[src/rtl/apb_uart_host.sv]
`default_nettype none
// +------------------------------------------------------------------+
// | Module   : apb_uart_host                                         |
// | Brief    : APB initiator that brings up a 16550-style UART and   |
// |            then shuttles TX/RX bytes between it and a stream     |
// |            interface, pacing TX with a FIFO credit counter.      |
// | Revision : 1.0                                                   |
// +------------------------------------------------------------------+
module apb_uart_host #(
  parameter int          APB_ADDR_WIDTH = 12,
  parameter int          UART_BASE      = 0,
  parameter logic [15:0] DIVISOR        = 16'h0036,
  parameter logic [7:0]  LCR_CFG        = 8'h03,
  parameter int          TX_FIFO_DEPTH  = 16
) (
  input  logic                      CLK,
  input  logic                      RSTN,
  output logic [APB_ADDR_WIDTH-1:0] PADDR,
  output logic [31:0]               PWDATA,
  output logic                      PWRITE,
  output logic                      PSEL,
  output logic                      PENABLE,
  input  logic [31:0]               PRDATA,
  input  logic                      PREADY,
  input  logic                      PSLVERR,
  input  logic [7:0]                tx_data_i,
  input  logic                      tx_valid_i,
  output logic                      tx_ready_o,
  output logic [7:0]                rx_data_o,
  output logic                      rx_perr_o,
  output logic                      rx_valid_o,
  input  logic                      rx_ready_i,
  output logic                      init_done_o,
  output logic                      err_o
);

  localparam int                      CREDIT_W  = $clog2(TX_FIFO_DEPTH) + 1;
  localparam logic [APB_ADDR_WIDTH-1:0] BASE_ADDR = APB_ADDR_WIDTH'(UART_BASE);

  typedef enum logic [2:0] {
    ST_IDLE   = 3'd0,
    ST_SETUP  = 3'd1,
    ST_ACCESS = 3'd2,
    ST_GAP    = 3'd3,
    ST_DECIDE = 3'd4
  } state_t;

  typedef enum logic [1:0] {
    OP_INIT = 2'd0,
    OP_LSR  = 2'd1,
    OP_RBR  = 2'd2,
    OP_THR  = 2'd3
  } op_t;

  state_t              state;
  op_t                 op;
  logic [2:0]          init_idx;
  logic [CREDIT_W-1:0] credit;
  logic                lsr_dr;
  logic                lsr_pe;
  logic                rx_pick;
  logic                tx_pick;
  logic                unused_prdata;

  assign unused_prdata = ^PRDATA[31:8];

  // Register index of each step of the bring-up sequence
  function automatic logic [2:0] init_reg(input logic [2:0] idx);
    case (idx)
      3'd0:    return 3'd3;
      3'd1:    return 3'd0;
      3'd2:    return 3'd1;
      3'd3:    return 3'd3;
      3'd4:    return 3'd2;
      default: return 3'd1;
    endcase
  endfunction

  // Data byte of each step: DLAB on, divisor, line format with DLAB off, FIFO reset, no IRQs
  function automatic logic [7:0] init_byte(input logic [2:0] idx);
    case (idx)
      3'd0:    return 8'h80;
      3'd1:    return DIVISOR[7:0];
      3'd2:    return DIVISOR[15:8];
      3'd3:    return LCR_CFG & 8'h7F;
      3'd4:    return 8'h06;
      default: return 8'h00;
    endcase
  endfunction

  function automatic logic [APB_ADDR_WIDTH-1:0] reg_addr(input logic [2:0] r);
    return BASE_ADDR + APB_ADDR_WIDTH'(r);
  endfunction

  // RX drain outranks TX; tx_ready_o is the handshake of the DECIDE cycle that picks a THR write
  assign rx_pick    = lsr_dr && !rx_valid_o;
  assign tx_pick    = !rx_pick && (credit != '0) && tx_valid_i;
  assign tx_ready_o = (state == ST_DECIDE) && init_done_o && tx_pick;

  // Transfer sequencer: APB phases, init steps, poll/decide loop, credit and RX buffer
  always_ff @(posedge CLK or negedge RSTN) begin
    if (!RSTN) begin
      state       <= ST_IDLE;
      op          <= OP_INIT;
      init_idx    <= 3'd0;
      credit      <= '0;
      lsr_dr      <= 1'b0;
      lsr_pe      <= 1'b0;
      PADDR       <= '0;
      PWDATA      <= '0;
      PWRITE      <= 1'b0;
      PSEL        <= 1'b0;
      PENABLE     <= 1'b0;
      rx_data_o   <= 8'h00;
      rx_perr_o   <= 1'b0;
      rx_valid_o  <= 1'b0;
      init_done_o <= 1'b0;
      err_o       <= 1'b0;
    end else begin
      if (rx_valid_o && rx_ready_i) begin
        rx_valid_o <= 1'b0;
      end
      case (state)
        ST_IDLE: begin
          op       <= OP_INIT;
          init_idx <= 3'd0;
          PADDR    <= reg_addr(init_reg(3'd0));
          PWDATA   <= {24'h0, init_byte(3'd0)};
          PWRITE   <= 1'b1;
          PSEL     <= 1'b1;
          state    <= ST_SETUP;
        end
        ST_SETUP: begin
          PENABLE <= 1'b1;
          state   <= ST_ACCESS;
        end
        ST_ACCESS: begin
          if (PREADY) begin
            PSEL    <= 1'b0;
            PENABLE <= 1'b0;
            state   <= ST_GAP;
            if (PSLVERR) begin
              err_o <= 1'b1;
            end
            if (op == OP_LSR) begin
              lsr_dr <= PRDATA[0];
              lsr_pe <= PRDATA[2];
              if (PRDATA[5]) begin
                credit <= CREDIT_W'(TX_FIFO_DEPTH);
              end
            end else if (op == OP_RBR) begin
              rx_data_o  <= PRDATA[7:0];
              rx_perr_o  <= lsr_pe;
              rx_valid_o <= 1'b1;
              lsr_dr     <= 1'b0;
            end
          end
        end
        ST_GAP: begin
          if (op == OP_INIT && init_idx != 3'd5) begin
            init_idx <= init_idx + 3'd1;
            PADDR    <= reg_addr(init_reg(init_idx + 3'd1));
            PWDATA   <= {24'h0, init_byte(init_idx + 3'd1)};
            PWRITE   <= 1'b1;
            PSEL     <= 1'b1;
            state    <= ST_SETUP;
          end else begin
            if (op == OP_INIT) begin
              init_done_o <= 1'b1;
            end
            state <= ST_DECIDE;
          end
        end
        ST_DECIDE: begin
          PSEL  <= 1'b1;
          state <= ST_SETUP;
          if (rx_pick) begin
            op     <= OP_RBR;
            PADDR  <= reg_addr(3'd0);
            PWDATA <= '0;
            PWRITE <= 1'b0;
          end else if (tx_pick) begin
            op     <= OP_THR;
            PADDR  <= reg_addr(3'd0);
            PWDATA <= {24'h0, tx_data_i};
            PWRITE <= 1'b1;
            credit <= credit - CREDIT_W'(1);
          end else begin
            op     <= OP_LSR;
            PADDR  <= reg_addr(3'd5);
            PWDATA <= '0;
            PWRITE <= 1'b0;
          end
        end
        default: begin
          PSEL    <= 1'b0;
          PENABLE <= 1'b0;
          state   <= ST_IDLE;
        end
      endcase
    end
  end

endmodule
`default_nettype wire

[config.mk]
export PLATFORM = sky130hd
export DESIGN_NAME = apb_uart_host
export DESIGN_NICKNAME = d
export VERILOG_FILES = /design/src/rtl/apb_uart_host.sv
export SDC_FILE = /design/constraint.sdc
export NUM_CORES = 1
export LEC_CHECK = 0
export BUFFER_PORTS_ARGS = -buffer_cell sky130_fd_sc_hd__buf_2
export CAP_MARGIN = 25
export CORE_UTILIZATION = 50
export CTS_CLUSTER_SIZE = 24
export DETAILED_ROUTE_END_ITERATION = 12
export PLACE_DENSITY = 0.85
export SETUP_SLACK_MARGIN = 0.5
export SLEW_MARGIN = 40
export SYNTH_ARGS = -nofsm -noshare
export SYNTH_HDL_FRONTEND = slang
export SYNTH_SLANG_ARGS = --single-unit
[constraint.sdc]
create_clock -name CLK -period 5.6 [get_ports CLK]
set_clock_uncertainty 0.2 [all_clocks]
set_input_delay 0.56 -clock CLK [delete_from_list [all_inputs] [get_ports CLK]]
set_output_delay 0.56 -clock CLK [all_outputs]
set_load 0.005 [all_outputs]
==> impl_results.md <==
- CP arrival: 2.03 ns
- Ports: roughly 110
- CORE AREA: about 4400 um^2
- Wire per inst: about 13 um
- CTS Root Cell: clkbuf_8
- Cells on worst reg2reg path: 6
- Worst slew margin: 0.534
- CTS Buf Count: 5
- Clock Pin Slew Worst Setup and Hold Paths: 0.09 ns
- Final slew viol count: 0
- Antenna fix cells: 0
- Sequential Power Share: 0.404
- Ratio of cells with drive above 1 in the final layout: 0.261
- # fillers: about 390
- Placed cells: approximately 320
- Yosys cell types: 45
- Synthesized area: around 2300 um^2
- Net Switching: ~440 uW
- # H-tree levels: 2
- Hold slack: roughly 0.029 ns
- Post-cts repair resize count: 0
- Final cell count without fillers: roughly 320
- Post-DP Area: ~2400 um^2
- Rows: 24
- Synth area leaders: dfrtp_1 (45%), buf_4 (11%), ha_1 (5.4%), mux2_2 (5.4%), o21ai_0 (2.8%)
- Sequential area share after synthesis: 0.445
- Slew of the pin with the lowest slew margin: about 0.70 ns
- Post CTS Setup Buffer Count: 0
- Internal: slightly below 800 uW
- RSZ-0062 raised after global routing: no
- Period utilization: 0.499
- Clk buf depth: 2
- Max cap viols: 0
- Hold Violations, Final: 0
- Final min period: roughly 2.8 ns
- Power per cell area: ~480 nW/um^2
- Post-Route WL: roughly 4200 um
- Post-synth top area cell: dfrtp_1
- Starting Density: 0.525
- Vias per std cell: 5.14
- Initial DRC Count: 75
- Vias in the first global route: between 1000 and 1500
- Cts hold-fix bufs: 0
- Multi-input combinational cell area: around 1000 um^2
- Startpoint Class: flip-flop
- Sw frac: 0.364
- Crit Path Max Fanout: 12
- Max Clk Rate: roughly 360 MHz
- Post-Syn Instances: roughly 220
- Clk sinks: about 40
- Remaining DRCs: 0
- Gate power share: 0.398
- EDFF count, synth: 0
- Worst VDD drop: ~0.23 mV
- Main synth FF type: dfrtp_1
- Final nets: approximately 330
- Drt pass-1 iters: 4
- Largest net degree at the start of global routing: 42
- I/O Buffers: 48
- Synth Register Bits: ~40
- Overall global routing resource usage: 0.188
- Synth Area per Inst: between 10 and 15 um^2
- Crit path kind: reg -> out
- Grt ovf: 0
- Pleak: ~1.3 nW
- Via Count: around 1700
- Worst-Skew Late Latency: 0.30 ns
- Design Area, Final: about 2600 um^2
- Area grow syn2layout: 11.1%
- Initial antenna violation count: 0
- Chip height: around 70 um
- Synth warn: 0
- Power consumption: approximately 1.2 mW
- Clock share of power: 0.198
- Setup TNS: 0 ns
- First-pass GRT wire length: roughly 7200 um
- CTS tree: done
- Die footprint: about 4900 um^2
- Synth top area share: 0.445
- Final setup viols: 0
- Die Span X: about 70 um
- Dpl hpwl: 3090 um
- GP Congestion: roughly 0.9
- Async S/R FF share, synth: 1.00
- Min-Delay Path Class: in -> async
- Worst Setup End Kind: output pin
- Reg area: around 1000 um^2
- Status: finished clean
- Antenna Nets Post-Route: 0
- CP required: roughly 4.8 ns
## logic make-up after synthesis
group                      share of synthesized area
adders and majority gates                     0.0543
muxes                                         0.0581
other                                        0.00163
DFF                                            0.445
AOI/OAI and AO/OA                              0.177
xor gates and xnor gates                      0.0152
and+or+nand+nor                               0.0961
buffers and inverters                          0.153
## cell usage in the layout, fill, tap and decap left out, types with 2 or more instances in the layout
master     instances
mux2_2            11
a41o_1             2
a31oi_1            4
o21a_1             4
a2bb2oi_1          7
and2_1             2
dfrtp_1           41
ha_1              10
conb_1            33
a22o_1             4
a32oi_1            2
nand3_1            2
buf_4              2
o22ai_1            4
nor2_1             8
nor3_1             2
nor2b_1            3
clkbuf_8           5
inv_1             15
xnor2_1            3
nand2_1           17
o21ai_0           13
buf_2             47
a21o_1             2
a21oi_1            7
## critical path, cell delays in order, from the launching register on
cell and delay (ns):
dfrtp_1 0.52, or3b_1 0.54, nor4b_4 0.41, and2_1 0.17, buf_2 0.10
## cell usage after synthesis, types with 2 or more instances
| library cell | count |
|---|---|
| dfrtp_1 | 41 |
| buf_4 | 33 |
| nand2_1 | 17 |
| inv_1 | 15 |
| o21ai_0 | 13 |
| mux2_2 | 11 |
| ha_1 | 10 |
| nor2_1 | 8 |
| a21oi_1 | 7 |
| a2bb2oi_1 | 7 |
| buf_2 | 5 |
| a22o_1 | 4 |
| a31oi_1 | 4 |
| o21a_1 | 4 |
| o22ai_1 | 4 |
| nor2b_1 | 3 |
| xnor2_1 | 3 |
| a21o_1 | 2 |
| a32oi_1 | 2 |
| a41o_1 | 2 |
| and2_1 | 2 |
| clkbuf_1 | 2 |
| nand3_1 | 2 |
| nor3_1 | 2 |
## layer usage
layer	GRT usage	vias to the layer above	routed length [um]
li1	-	804	-
met1	0.258	786	1880
met2	0.287	68	2030
met3	0.0476	8	249
met4	0.0733	0	61
met5	0	-	0
## registers in the layout (all words and copies together) (netlist names)
| name | cells |
|---|---|
| init_idx | 3 |
| lsr_dr | 1 |
| rx_perr_o | 1 |
| PWDATA | 8 |
| PENABLE | 1 |
| PWRITE | 1 |
| rx_valid_o | 1 |
| err_o | 1 |
| PADDR | 3 |
| init_done_o | 1 |
| PSEL | 1 |
| credit | 5 |
| lsr_pe | 1 |
| state | 3 |
| rx_data_o | 8 |
| op | 2 |
## power by group through the flow
stage / Sequential (mW) / Clock [mW] / Combinational, mW
floorplan: 0.470 / 0 / 0.376
global placement: 0.489 / 0 / 0.467
detailed placement: 0.495 / 0 / 0.486
CTS: 0.491 / 0.247 / 0.488
global route: 0.507 / 0.254 / 0.549
finish: 0.491 / 0.240 / 0.484
## through the flow
stage               utilization  setup WS, ns
global placement          0.556          2.72
global route              0.584          2.67
floorplan                     -          3.32
CTS                       0.582          2.35
finish                    0.584          2.81
detailed placement        0.557          2.71
## path summary, 6_finish.rpt
| path | end | slack (ns) | start |
|---|---|---|---|
| setup / recovery | tx_ready_o | 2.81 | state[1] |
| hold / removal | PWDATA[3] | 0.03 | RSTN |
| setup reg to reg | PWDATA[4] | 3.27 | init_idx[1] |
| hold reg to reg | err_o | 0.26 | err_o |
| max in group asynchronous | init_done_o | 4.80 | RSTN |
| min in group CLK | rx_valid_o | 0.24 | rx_ready_i |
## layout make-up
class	count	area share
Inverter	16	0.0235
Clock inverter	2	0.0152
Tap cell	52	0.0254
Timing Repair Buffer	49	0.0978
Clock buffer	6	0.0284
Multi-Input combinational cell	158	0.409
Sequential cell	41	0.401
(Power assumes the default switching activity.)
